--- config.mk ---
export PLATFORM = sky130hd
export DESIGN_NAME = serial_compare_ctrl
export DESIGN_NICKNAME = d
export VERILOG_FILES = /design/src/rtl/serial_compare_ctrl.sv
export SDC_FILE = /design/constraint.sdc
export NUM_CORES = 1
export LEC_CHECK = 0
export ABC_CLOCK_PERIOD_IN_PS = 3550
export CORE_UTILIZATION = 51
export DETAILED_ROUTE_END_ITERATION = 6
export PLACE_DENSITY = 0.78
export SYNTH_ARGS = -nofsm -noshare
export SYNTH_HDL_FRONTEND = slang
export SYNTH_SLANG_ARGS = --single-unit
--- constraint.sdc ---
create_clock -name clk -period 3.55 [get_ports clk]
set_input_delay 0.71 -clock clk [delete_from_list [all_inputs] [get_ports clk]]
set_output_delay 0.71 -clock clk [all_outputs]
set_load 0.02 [all_outputs]
--- src/rtl/serial_compare_ctrl.sv ---
// Bit-serial word comparator controller: streams captured operands MSB first to an
// external 1-bit comparator. Optional early exit with SERIAL_COMPARE_EARLY_EXIT_EN.
module serial_compare_ctrl #(
    parameter int WIDTH = 8
) (
    input  logic             clk,
    input  logic             rst_n,
    input  logic             start,
    input  logic [WIDTH-1:0] a,
    input  logic [WIDTH-1:0] b,
    output logic             cmp_in0,
    output logic             cmp_in1,
    input  logic             cmp_lower,
    input  logic             cmp_equal,
    input  logic             cmp_higher,
    output logic             busy,
    output logic             done,
    output logic             lower,
    output logic             equal,
    output logic             higher
);

    localparam int IW = (WIDTH > 1) ? $clog2(WIDTH) : 1;

`ifdef SERIAL_COMPARE_EARLY_EXIT_EN
    localparam logic EARLY_EXIT = 1'b1;
`else
    localparam logic EARLY_EXIT = 1'b0;
`endif

    typedef enum logic [1:0] {
        IDLE = 2'd0,
        RUN  = 2'd1,
        DONE = 2'd2
    } state_t;

    state_t           state_q;
    logic [WIDTH-1:0] a_q;
    logic [WIDTH-1:0] b_q;
    logic [IW-1:0]    idx_q;
    logic             scan_end_q;
    logic             diff_lt_q;
    logic             diff_gt_q;
    logic             busy_q;
    logic             done_q;
    logic             lower_q;
    logic             equal_q;
    logic             higher_q;

    logic [1:0]       bit_diff_s;
    logic             found_s;

    // Only a clean one-hot lower/higher marks a difference; anything else counts as equal.
    function automatic logic [1:0] decode_diff(input logic lo, input logic eq, input logic hi);
        case ({lo, eq, hi})
            3'b100:  return 2'b10;
            3'b001:  return 2'b01;
            default: return 2'b00;
        endcase
    endfunction

    // Comparator-side decode and operand bit steering.
    always_comb begin
        bit_diff_s = decode_diff(cmp_lower, cmp_equal, cmp_higher);
        found_s    = diff_lt_q | diff_gt_q;
        if (state_q == RUN && !scan_end_q) begin
            cmp_in0 = a_q[idx_q];
            cmp_in1 = b_q[idx_q];
        end else begin
            cmp_in0 = 1'b0;
            cmp_in1 = 1'b0;
        end
    end

    // Control FSM: the result of each bit is registered one edge after it is presented,
    // so the word result is published one cycle after the deciding bit was sampled.
    always_ff @(posedge clk) begin
        if (!rst_n) begin
            state_q    <= IDLE;
            a_q        <= {WIDTH{1'b0}};
            b_q        <= {WIDTH{1'b0}};
            idx_q      <= {IW{1'b0}};
            scan_end_q <= 1'b0;
            diff_lt_q  <= 1'b0;
            diff_gt_q  <= 1'b0;
            busy_q     <= 1'b0;
            done_q     <= 1'b0;
            lower_q    <= 1'b0;
            equal_q    <= 1'b0;
            higher_q   <= 1'b0;
        end else begin
            case (state_q)
                IDLE: begin
                    done_q <= 1'b0;
                    if (start) begin
                        a_q        <= a;
                        b_q        <= b;
                        idx_q      <= IW'(WIDTH - 1);
                        scan_end_q <= 1'b0;
                        diff_lt_q  <= 1'b0;
                        diff_gt_q  <= 1'b0;
                        lower_q    <= 1'b0;
                        equal_q    <= 1'b0;
                        higher_q   <= 1'b0;
                        busy_q     <= 1'b1;
                        state_q    <= RUN;
                    end
                end
                RUN: begin
                    if (scan_end_q || (EARLY_EXIT && found_s)) begin
                        lower_q  <= diff_lt_q;
                        higher_q <= diff_gt_q;
                        equal_q  <= ~found_s;
                        done_q   <= 1'b1;
                        state_q  <= DONE;
                    end else begin
                        if (!found_s) begin
                            {diff_lt_q, diff_gt_q} <= bit_diff_s;
                        end
                        if (idx_q == {IW{1'b0}}) begin
                            scan_end_q <= 1'b1;
                        end else begin
                            idx_q <= idx_q - IW'(1);
                        end
                    end
                end
                DONE: begin
                    done_q  <= 1'b0;
                    busy_q  <= 1'b0;
                    state_q <= IDLE;
                end
                default: begin
                    done_q  <= 1'b0;
                    busy_q  <= 1'b0;
                    state_q <= IDLE;
                end
            endcase
        end
    end

    assign busy   = busy_q;
    assign done   = done_q;
    assign lower  = lower_q;
    assign equal  = equal_q;
    assign higher = higher_q;

endmodule

==> impl_metrics.yaml <==
timing:
  relSlewSlack: 0.600
  period_minus_slack_ns: 2.78
  drv_slew: 0
  finalCritPeriodShare: 0.783
  fin_setup_tns_ns: 0
  rsz0062_at_grt: "no"
  setup_viol: 0
  skew_ns: 0.0130
  worst_slew_pin_slew_ns: 0.597
  timing.final.hold_violations: 0
  clock.fmax_mhz: 360
clock_network:
  htree_levels: 2
  clock_latency_ns: 0.33
  cts_hold_buf: 0
  clkSinkCount: 29
  cts_root_buf: "clkbuf_4"
  cts_tree: "done"
  post_cts_resized: 0
  postCtsSetupRepairBufs: 0
  cts_buffers: 5
  clk_pin_slew_ns: 0.09
  clock_path_buffers: 2
synth:
  synth.area.top_cells: "dfxtp_1 (44%), nand2_1 (13%), a21boi_0 (9.7%)"
  yosysSeqAreaShare: 0.439
  ys_types: 27
  synth-seq-cells: 29
  synth-edff-count: 0
  ys_warn_count: 0
  async_flop_share: 0
  syn_inst: 147
  synth_area_per_cell_um2: 8.99
  ys.flop_type: "dfxtp_1"
  yosys.area.top_type: "dfxtp_1"
  synth_top_area_share: 0.439
  syn_nets: 171
  syn_area_mm2: 0.00132
finish:
  num_antenna_cells: 0
  fin_nets: 198
  area_growth_pct: 25.1
  multi_input_area_um2: 683
  drive_gt1_frac: 0.0743
  layout.cells.non_filler: 205
  fin_util: 0.673
  register_area_um2: 581
  num-fill-cells: 203
min_path:
  hold_class: "flip-flop to flip-flop"
  min-delay-start: "equal$_SDFFE_PN0P_"
power_and_ir_drop:
  share_seq_of_total_power: 0.541
  switching_share: 0.274
  ir_drop_v: 0.000283
  p_int_mw: 0.494
  switchingPower_mw: 0.186
  p_leak_nw: 0.632
  p_per_area_mw_per_mm2: 411
  pwr-share-clk: 0.278
  p_comb_frac: 0.181
route:
  drc: 0
  wl_per_cell_um: 12.5
  ant_nets: 0
  wl_um: 2570
  drtIter0Drc: 20
  vias: 1097
  dr.pass1.iters: 4
  detail_route.vias_per_cell: 5.35
global_route:
  grt_pass1_wl_um: 4210
  grt_usage: 0.219
  grt_pass1_vias: 975
  gr-total-overflow: 0
  grt_max_degree: 30
  grt_antenna_before_repair: 0
placed_design:
  port_buffers: 28
  dpl.cell_count: 197
  hpwl_um: 1880
  gp_congestion: 0.799
flow_run:
  max_cap_violations: 0
worst_setup_path:
  worstSetupStartpointType: "flip-flop"
  path_cells: "mux4_2 > nand2_1 > a21oi_1 > clkdlybuf4s50_1"
  startpoint: "idx_q[1]$_SDFFE_PN0P_"
  r2r-start: "idx_q[1]$_SDFFE_PN0P_"
  cpMaxStageDelayCell: "mux4_2"
  worstSetupEndpointType: "output pin"
  path_max_fanout: 6
  crit_required_ns: 2.84
  critPathMaxStageDelay_ns: 0.55
  cp.arrival_ns: 2.07
  setup.worst_path.class: "flip-flop to output pin"
floorplan:
  die_h_um: 52.9
  dieArea_mm2: 0.00280
  ioPinCount: 29
  initial_core_util: 0.538
  row_count: 18
  die_w_um: 52.9
  core_mm2: 0.00245
status:
  status: "finished clean"
worst max-delay path, delay by kind of cell (launching register included):
family                 cells  cell delay, ns
AOI/OAI and AO/OA          1            0.06
buffers and inverters      1            0.54
DFF                        1            0.50
muxes                      1            0.55
and+or+nand+nor            1            0.08
path summary, 6_finish.rpt:
path / to / slack (ns) / depth (start not counted)
setup / recovery: cmp_in0 / 0.77 / 4
setup reg to reg: idx_q[2]$_SDFFE_PN0P_ / 1.71 / 6
hold reg to reg: equal$_SDFFE_PN0P_ / 0.46 / 2
hold / removal: equal$_SDFFE_PN0P_ / 0.46 / 2
layer usage:
layer / up-vias / GRT usage / routed length (µm)
li1: 557 / - / -
met1: 499 / 0.254 / 1110
met2: 35 / 0.350 / 1250
met3: 6 / 0.0948 / 165
met4: 0 / 0.0921 / 45
met5: - / 0 / 0
area by class of cell:
| type | instances | share of cell area |
|---|---|---|
| multi-input combinational | 106 | 0.413 |
| sequential | 29 | 0.351 |
| timing repair buffer | 30 | 0.179 |
| clock buffer | 8 | 0.0295 |
| tap | 30 | 0.0227 |
| inverter | 2 | 0.00454 |
state kept, by name, summed over array words and instances (netlist names):
signal      count
equal           1
higher          1
scan_end_q      1
b_q             8
a_q             8
diff_gt_q       1
lower           1
busy            1
idx_q           3
state_q         2
done            1
diff_lt_q       1
cell usage after synthesis (3+ instances only):
cell	n
mux4_2	4
dfxtp_1	29
clkbuf_1	5
buf_2	4
a21boi_1	4
nor2b_1	3
a21oi_1	3
nand2b_1	3
nor2_1	5
nand2_1	44
a21boi_0	17
o211a_1	3
power groups by stage:
stage          Sequential (mW)  Combinational, mW  Clock, mW
3_5_place_dp             0.376              0.123          0
6_report                 0.368              0.123      0.189
2_1_floorplan            0.364             0.0886          0
4_1_cts                  0.368              0.124      0.193
3_3_place_gp             0.375              0.119          0
5_1_grt                  0.372              0.136      0.214
metrics by stage:
step                instance area [µm²]  power, mW  setup WS (ns)  hold slack [ns]
finish                             1650      0.680          0.772            0.462
detailed placement                 1600      0.499           1.12            0.453
CTS                                1650      0.685          0.744            0.466
global placement                   1600      0.494           1.16            0.439
floorplan                          1320      0.453           1.53            0.432
global route                       1650      0.722          0.654            0.486
kinds of logic (layout without fill, tap and decap cells):
group,Yosys count,in the layout,share of synthesized area
adder cells (fa/ha/maj),2,2,0.0189
flip-flops,29,29,0.439
AND/OR/NAND/NOR,67,67,0.242
AO/OA/AOI/OAI,33,33,0.187
buffers and inverters,12,40,0.0436
multiplexers,4,4,0.0682
cells in the final DEF, fill, tap and decap left out, drive strengths merged, types with 2 or more instances in the layout:
cell type	n
clkbuf	8
a21boi	21
nor4	2
or4b	2
dfxtp	29
a21oi	3
buf	2
nor2b	3
a31o	2
nand2b	4
nor2	5
inv	2
nand2	44
mux4	4
a21o	2
nand4b	2
clkdlybuf4s50	28
ha	2
or3b	2
o211a	3
Note: power is estimated with default switching activity, not from simulation.
